**config.mk**
```make
export PLATFORM = sky130hd
export DESIGN_NAME = btn_debounce_multi_flat
export DESIGN_NICKNAME = d
export VERILOG_FILES = /design/src/rtl/clock_pkg.sv /design/src/rtl/btn_debounce_multi_if.sv /design/src/rtl/btn_debounce_chan.sv /design/src/rtl/btn_debounce_multi.sv /design/src/flat_wrapper.sv
export SDC_FILE = /design/constraint.sdc
export NUM_CORES = 1
export LEC_CHECK = 0
export ABC_CLOCK_PERIOD_IN_PS = 2000
export CAP_MARGIN = 20
export CORE_AREA = 2 2 57 59
export CTS_CLUSTER_SIZE = 8
export DETAILED_ROUTE_END_ITERATION = 16
export DIE_AREA = 0 0 59 61
export GPL_ROUTABILITY_DRIVEN = 1
export HOLD_SLACK_MARGIN = 0.1
export PLACE_DENSITY = 0.72
export SYNTH_ARGS = -nofsm -noshare
export SYNTH_HDL_FRONTEND = slang
export SYNTH_SLANG_ARGS = --single-unit
export TNS_END_PERCENT = 10
```
**constraint.sdc**
```tcl
create_clock -name i_clk -period 2 [get_ports i_clk]
set_input_delay 0.5 -clock i_clk [delete_from_list [all_inputs] [get_ports i_clk]]
set_output_delay 0.5 -clock i_clk [all_outputs]
set_load 0.01 [all_outputs]
```
**src/rtl/clock_pkg.sv**
```systemverilog
// Shared constants and types for the clock-setting front end.
// Tick constants assume the system-wide 2 ms enable tick.
package clock_pkg;

  localparam int unsigned TICK_MS         = 2;
  localparam int unsigned DEB_TICKS       = 10  / TICK_MS;
  localparam int unsigned REP_DELAY_TICKS = 500 / TICK_MS;
  localparam int unsigned REP_RATE_TICKS  = 100 / TICK_MS;

  // Five-button vector consumed by the clock controller
  typedef logic [4:0] btn_vec_t;

  function automatic int unsigned cnt_width(input int unsigned n);
    return (n > 1) ? $clog2(n) : 1;
  endfunction

endpackage

```
**src/rtl/btn_debounce_multi_if.sv**
```systemverilog
// Button bus between board inputs and the debouncer.
// The master drives tick and raw buttons; the slave (debouncer) returns levels and pulses.
interface btn_debounce_multi_if #(
  parameter int unsigned N_CH = 4
);

  logic            i_ena;
  logic [N_CH-1:0] i_btn;
  logic [N_CH-1:0] o_level;
  logic [N_CH-1:0] o_press;
  logic [N_CH-1:0] o_release;

  modport master (
    output i_ena, i_btn,
    input  o_level, o_press, o_release
  );

  modport slave (
    input  i_ena, i_btn,
    output o_level, o_press, o_release
  );

endinterface

```
**src/rtl/btn_debounce_chan.sv**
```systemverilog
// Single-channel debouncer: 2-flop synchroniser, tick-driven stability filter, edge pulses.
// Hold-to-repeat is built only when BTN_AUTOREPEAT_EN is defined.
module btn_debounce_chan
  import clock_pkg::*;
#(
  parameter int unsigned STABLE_TICKS = DEB_TICKS,
  parameter int unsigned REPEAT_DELAY = REP_DELAY_TICKS,
  parameter int unsigned REPEAT_RATE  = REP_RATE_TICKS
) (
  input  logic i_clk,
  input  logic i_rst_n,
  input  logic i_ena,
  input  logic i_btn,
  output logic o_level,
  output logic o_press,
  output logic o_release
);

  localparam int unsigned          CNT_W    = cnt_width(STABLE_TICKS);
  localparam logic [CNT_W-1:0]     CNT_TERM = CNT_W'(STABLE_TICKS - 1);
  localparam logic [CNT_W-1:0]     CNT_ONE  = CNT_W'(1);

  if (STABLE_TICKS < 1 || STABLE_TICKS > 255 || REPEAT_RATE > REPEAT_DELAY) begin : g_bad_cfg
    $error("btn_debounce_chan: illegal parameter combination");
  end

  logic             sync1_q, sync2_q;
  logic [CNT_W-1:0] cnt_q, cnt_d;
  logic             level_q, level_d;
  logic             press_q, press_d;
  logic             release_q, release_d;

`ifdef BTN_AUTOREPEAT_EN
  localparam int unsigned       RCNT_W    = $clog2(REPEAT_DELAY + 1);
  localparam logic [RCNT_W-1:0] RC_TERM   = RCNT_W'(REPEAT_DELAY);
  localparam logic [RCNT_W-1:0] RC_RELOAD = RCNT_W'(REPEAT_DELAY - REPEAT_RATE);
  localparam logic [RCNT_W-1:0] RC_ONE    = RCNT_W'(1);

  logic [RCNT_W-1:0] rcnt_q, rcnt_d, rcnt_inc;
  assign rcnt_inc = rcnt_q + RC_ONE;
`endif

  always_comb begin
    cnt_d     = cnt_q;
    level_d   = level_q;
    press_d   = 1'b0;
    release_d = 1'b0;
`ifdef BTN_AUTOREPEAT_EN
    rcnt_d    = rcnt_q;
`endif
    if (i_ena) begin
      if (sync2_q == level_q) begin
        cnt_d = '0;
      end else if (cnt_q == CNT_TERM) begin
        cnt_d     = '0;
        level_d   = ~level_q;
        press_d   = ~level_q;
        release_d = level_q;
      end else begin
        cnt_d = cnt_q + CNT_ONE;
      end
`ifdef BTN_AUTOREPEAT_EN
      // A falling edge on this tick wins over a due repeat, so press/release stay exclusive
      if (level_q && !level_d) begin
        rcnt_d = '0;
      end else if (level_q) begin
        if (rcnt_inc == RC_TERM) begin
          press_d = 1'b1;
          rcnt_d  = RC_RELOAD;
        end else begin
          rcnt_d  = rcnt_inc;
        end
      end
`endif
    end
  end

  always_ff @(posedge i_clk or negedge i_rst_n) begin
    if (!i_rst_n) begin
      sync1_q   <= 1'b0;
      sync2_q   <= 1'b0;
      cnt_q     <= '0;
      level_q   <= 1'b0;
      press_q   <= 1'b0;
      release_q <= 1'b0;
`ifdef BTN_AUTOREPEAT_EN
      rcnt_q    <= '0;
`endif
    end else begin
      sync1_q   <= i_btn;
      sync2_q   <= sync1_q;
      cnt_q     <= cnt_d;
      level_q   <= level_d;
      press_q   <= press_d;
      release_q <= release_d;
`ifdef BTN_AUTOREPEAT_EN
      rcnt_q    <= rcnt_d;
`endif
    end
  end

  assign o_level   = level_q;
  assign o_press   = press_q;
  assign o_release = release_q;

endmodule

```
**src/rtl/btn_debounce_multi.sv**
```systemverilog
// N-channel push-button debouncer sharing one enable tick; one btn_debounce_chan per button.
// Optional hold-to-repeat selected by defining BTN_AUTOREPEAT_EN.
module btn_debounce_multi
  import clock_pkg::*;
#(
  parameter int unsigned N_CH         = 4,
  parameter int unsigned STABLE_TICKS = DEB_TICKS,
  parameter int unsigned REPEAT_DELAY = REP_DELAY_TICKS,
  parameter int unsigned REPEAT_RATE  = REP_RATE_TICKS
) (
  input  logic                 i_clk,
  input  logic                 i_rst_n,
  btn_debounce_multi_if.slave  bus
);

  logic [N_CH-1:0] level;
  logic [N_CH-1:0] press;
  logic [N_CH-1:0] release_p;

  for (genvar g = 0; g < N_CH; g++) begin : g_chan
    btn_debounce_chan #(
      .STABLE_TICKS (STABLE_TICKS),
      .REPEAT_DELAY (REPEAT_DELAY),
      .REPEAT_RATE  (REPEAT_RATE)
    ) u_chan (
      .i_clk     (i_clk),
      .i_rst_n   (i_rst_n),
      .i_ena     (bus.i_ena),
      .i_btn     (bus.i_btn[g]),
      .o_level   (level[g]),
      .o_press   (press[g]),
      .o_release (release_p[g])
    );
  end

  assign bus.o_level   = level;
  assign bus.o_press   = press;
  assign bus.o_release = release_p;

endmodule

```
**src/flat_wrapper.sv**
```systemverilog
// flat-port wrapper written by rule: the top's interface ports become plain ports
module btn_debounce_multi_flat import clock_pkg::*;
#(
  parameter int unsigned N_CH         = 4,
  parameter int unsigned STABLE_TICKS = DEB_TICKS,
  parameter int unsigned REPEAT_DELAY = REP_DELAY_TICKS,
  parameter int unsigned REPEAT_RATE  = REP_RATE_TICKS
)
  (i_clk, i_rst_n, bus_i_ena, bus_i_btn, bus_o_level, bus_o_press, bus_o_release);
  btn_debounce_multi_if #(.N_CH(N_CH)) bus_i ();
  input  logic i_clk;
  input  logic i_rst_n;
  input wire logic [$bits(bus_i.i_ena)-1:0] bus_i_ena;
  input wire logic [$bits(bus_i.i_btn)-1:0] bus_i_btn;
  output wire logic [$bits(bus_i.o_level)-1:0] bus_o_level;
  output wire logic [$bits(bus_i.o_press)-1:0] bus_o_press;
  output wire logic [$bits(bus_i.o_release)-1:0] bus_o_release;
  assign bus_i.i_ena = bus_i_ena;
  assign bus_i.i_btn = bus_i_btn;
  assign bus_o_level = bus_i.o_level;
  assign bus_o_press = bus_i.o_press;
  assign bus_o_release = bus_i.o_release;
  btn_debounce_multi #(.N_CH(N_CH), .STABLE_TICKS(STABLE_TICKS), .REPEAT_DELAY(REPEAT_DELAY), .REPEAT_RATE(REPEAT_RATE)) u_core (.i_clk(i_clk), .i_rst_n(i_rst_n), .bus(bus_i));
endmodule
```
==> metrics.md <==
| Metric | Value |
|---|---|
| Reg-to-Reg End | `u_core.g_chan[0].u_chan.o_level` |
| Global-route wire length before repair | `3.57 mm` |
| Dpl hpwl | `1.40 mm` |
| Hold Path End | `u_core.g_chan[1].u_chan.sync2_q` |
| DRT Pass-1 Iters | `4` |
| Syn. warnings | `0` |
| Post-route insts no fill | `164` |
| Fmax | `0.547 GHz` |
| Worst Path Required | `1500 ps` |
| Die area | `3600 um^2` |
| LEAKAGE | `0.000786 uW` |
| Max FO, Critical Path | `5` |
| Largest net degree at the start of global routing | `33` |
| Register-to-Register Path Depth | `4` |
| PD cells | `1160 nW/um^2` |
| Core ar. | `2950 um^2` |
| Placer Congestion | `0.717` |
| Avg Inst Size Synth | `12.3 um^2` |
| TritonCTS clock tree | `built` |
| # rows | `20` |
| CP Capture Type | `output pin` |
| Largest family of logic cells by synthesized area | `compound AO/OA/AOI/OAI gates` |
| Cells after Synth | `118` |
| Slew Limit Fails | `0` |
| Commonest non-fill, non-tap cell in the layout | `dfrtp_1` |
| I/O pin cnt | `19` |
| Final wirelength | `2.09 mm` |
| Worst vdd ir | `0.567 mV` |
| Min-delay src | `u_core.g_chan[1].u_chan.sync1_q` |
| Worst EP arrival | `1330 ps` |
| Clk_lat worst skew | `330 ps` |
| Fin area | `1650 um^2` |
| Slowest stage delay, CP | `570 ps` |
| Delay-heaviest family, CP | `buffers and inverters` |
| Final setup violating endpoints | `0` |
| DIE HEIGHT | `61 um` |
| Post-route setup TNS | `0 ps` |
| Final worst-path cycle share | `91.4%` |
| Commonest cells after routing, fill and taps aside | `dfrtp_1, clkdlybuf4s50_1, inv_1, nor3b_1, ha_1` |
| Max Cap Viol | `0` |
| Type of origin of the critical path | `register` |
| Clock transition at the registers of the reported paths | `100 ps` |
| Post-synthesis simple-gate area fraction | `10.7%` |
| Post-synthesis adder-cell area fraction | `6.91%` |
| Clk sinks | `32` |
| Share of cells above drive strength 1 | `12.2%` |
| Mapped Nets | `133` |
| Inserted Diodes | `0` |
| Synth Area in Compound Gates | `11.2%` |
| Cell area after synthesis | `1450 um^2` |
| Final min period | `1830 ps` |
| Initial antenna violation count | `0` |
| Endpoints failing hold | `0` |
| RSZ-0062 raised after global routing | `false` |
| Clk root buf | `clkbuf_4` |
| Global Route Usage Sum | `14.3%` |
| Clk buf depth | `2` |
| CTS Buf Count | `5` |
| # DRC | `0` |
| Worst reg2reg path startpoint | `u_core.g_chan[0].u_chan.cnt_q[0]` |
| CP bufs+invs | `1` |
| Post-synthesis xor/xnor area fraction | `2.42%` |
| Vias | `848` |
| Mux cell area share after synthesis | `3.63%` |
| Die Wd | `59 um` |
| Yosys cell types | `21` |
| Via density | `5.17` |
| Layout fillers | `256` |
| Slowest CP cell | `clkdlybuf4s50_1` |
| Sequential area share after synthesis | `55.3%` |
| Vias in the first global route | `873` |
| CTS resizes | `0` |
| Worst Hold Depth | `0` |
| CP Class | `reg2out` |
| Drt wl/cell | `12.7 um` |
| CP Cell Sequence | `clkdlybuf4s50_1` |
| Area grow syn2layout | `14.0%` |
| Placed instance area | `1590 um^2` |
| Final antenna-violating net count | `0` |
| Synthesized flop and latch total | `32` |
| # hold bufs at CTS | `0` |
| Final net count | `145` |
| Slew @ Worst Pin | `390 ps` |
| Max-Slew Margin vs Limit | `74.0%` |
| Post-CTS setup buffers | `0` |
| Skew final | `4.54 ps` |
| PortBufs | `18` |
| Worst Hold Class | `reg2reg` |
| Flop2flop setup slack | `720 ps` |
| Status | `complete, no violations` |
| Grt total ovfl | `0` |
| Placed cells | `156` |
| Starting Density | `49.0%` |
| DR iter-0 viols | `9` |
| H-tree depth | `2` |
| Final core utilization | `55.9%` |
-- logic make-up after synthesis --
group,after synthesis
flops,32
buf+inv,24
simple gates,24
compound gates,22
fa+ha+maj,8
xor+xnor,4
mux,4
-- cells in the mapped netlist (all sizes together) --
cell type,count,share of area [%]
o22ai,3,1.3
a21o,2,1.0
ha,8,6.9
nand3,4,2.1
inv,9,2.3
nor3b,8,4.1
buf,15,7.4
xnor2,4,2.4
a211oi,4,2.1
nand2b,6,2.6
and2,2,0.86
mux2,4,3.6
o31ai,4,2.1
dfrtp,32,55
o32ai,1,0.61
nand2,4,1.0
a21oi,4,1.4
o211a,4,2.8
-- worst max path at each step --
| stage | from | end | depth (start not counted) |
|---|---|---|---|
| final | u_core.g_chan[3].u_chan.o_level | bus_o_level[3] | 1 |
| after global routing | u_core.g_chan[2].u_chan.o_level | bus_o_level[2] | 1 |
| after CTS | u_core.g_chan[2].u_chan.o_level | bus_o_level[2] | 1 |
| after detailed placement | bus_i_ena | u_core.g_chan[2].u_chan.o_level | 4 |
| after global placement | bus_i_ena | u_core.g_chan[3].u_chan.o_level | 4 |
| after floorplan | u_core.g_chan[0].u_chan.cnt_q[0] | u_core.g_chan[0].u_chan.o_level | 4 |
-- worst register-to-register path, cell delays in order, from the launching register on --
cell and delay, ps:
dfrtp_1 410, inv_1 60, ha_1 220, nand3_1 140, mux2_2 340
-- through the flow --
| step | power, uW | setup WS (ps) | hold WS (ps) |
|---|---|---|---|
| global placement | 1510 | 271 | 334 |
| finish | 1920 | 171 | 358 |
| floorplan | 1400 | 811 | 204 |
| CTS | 1940 | 135 | 363 |
| global route | 2070 | 93.9 | 373 |
| detailed placement | 1550 | 245 | 336 |
-- power by group --
| group | switching, uW | internal (uW) | total, uW |
|---|---|---|---|
| Clock | 216 | 167 | 383 |
| Sequential | 144 | 792 | 936 |
| Combinational | 273 | 324 | 597 |
| Total | 634 | 1280 | 1920 |
-- layer usage --
metal	GRT usage, %	vias to the layer above	wire length [um]
li1	-	417	-
met1	14.8	410	934
met2	23.2	14	1010
met3	6.40	7	86
met4	10.1	0	59
met5	0	-	0
-- cell type report --
| class | count | area [um^2] | share of cell area (%) |
|---|---|---|---|
| Timing Repair Buffer | 20 | 208 | 12.6 |
| Sequential cell | 32 | 801 | 48.5 |
| Inverter | 9 | 33.8 | 2.05 |
| Clock inverter | 2 | 10.0 | 0.607 |
| Tap cell | 33 | 41.3 | 2.50 |
| Multi-Input combinational cell | 62 | 505 | 30.6 |
| Clock buffer | 6 | 51.3 | 3.11 |
-- flip-flops by register name, summed over array words and instances, names as in the netlist --
register / cells
u_core.g_chan.u_chan.o_press: 4
u_core.g_chan.u_chan.o_release: 4
u_core.g_chan.u_chan.sync1_q: 4
u_core.g_chan.u_chan.cnt_q: 12
u_core.g_chan.u_chan.sync2_q: 4
u_core.g_chan.u_chan.o_level: 4
Power figures use the tool's default switching activity.
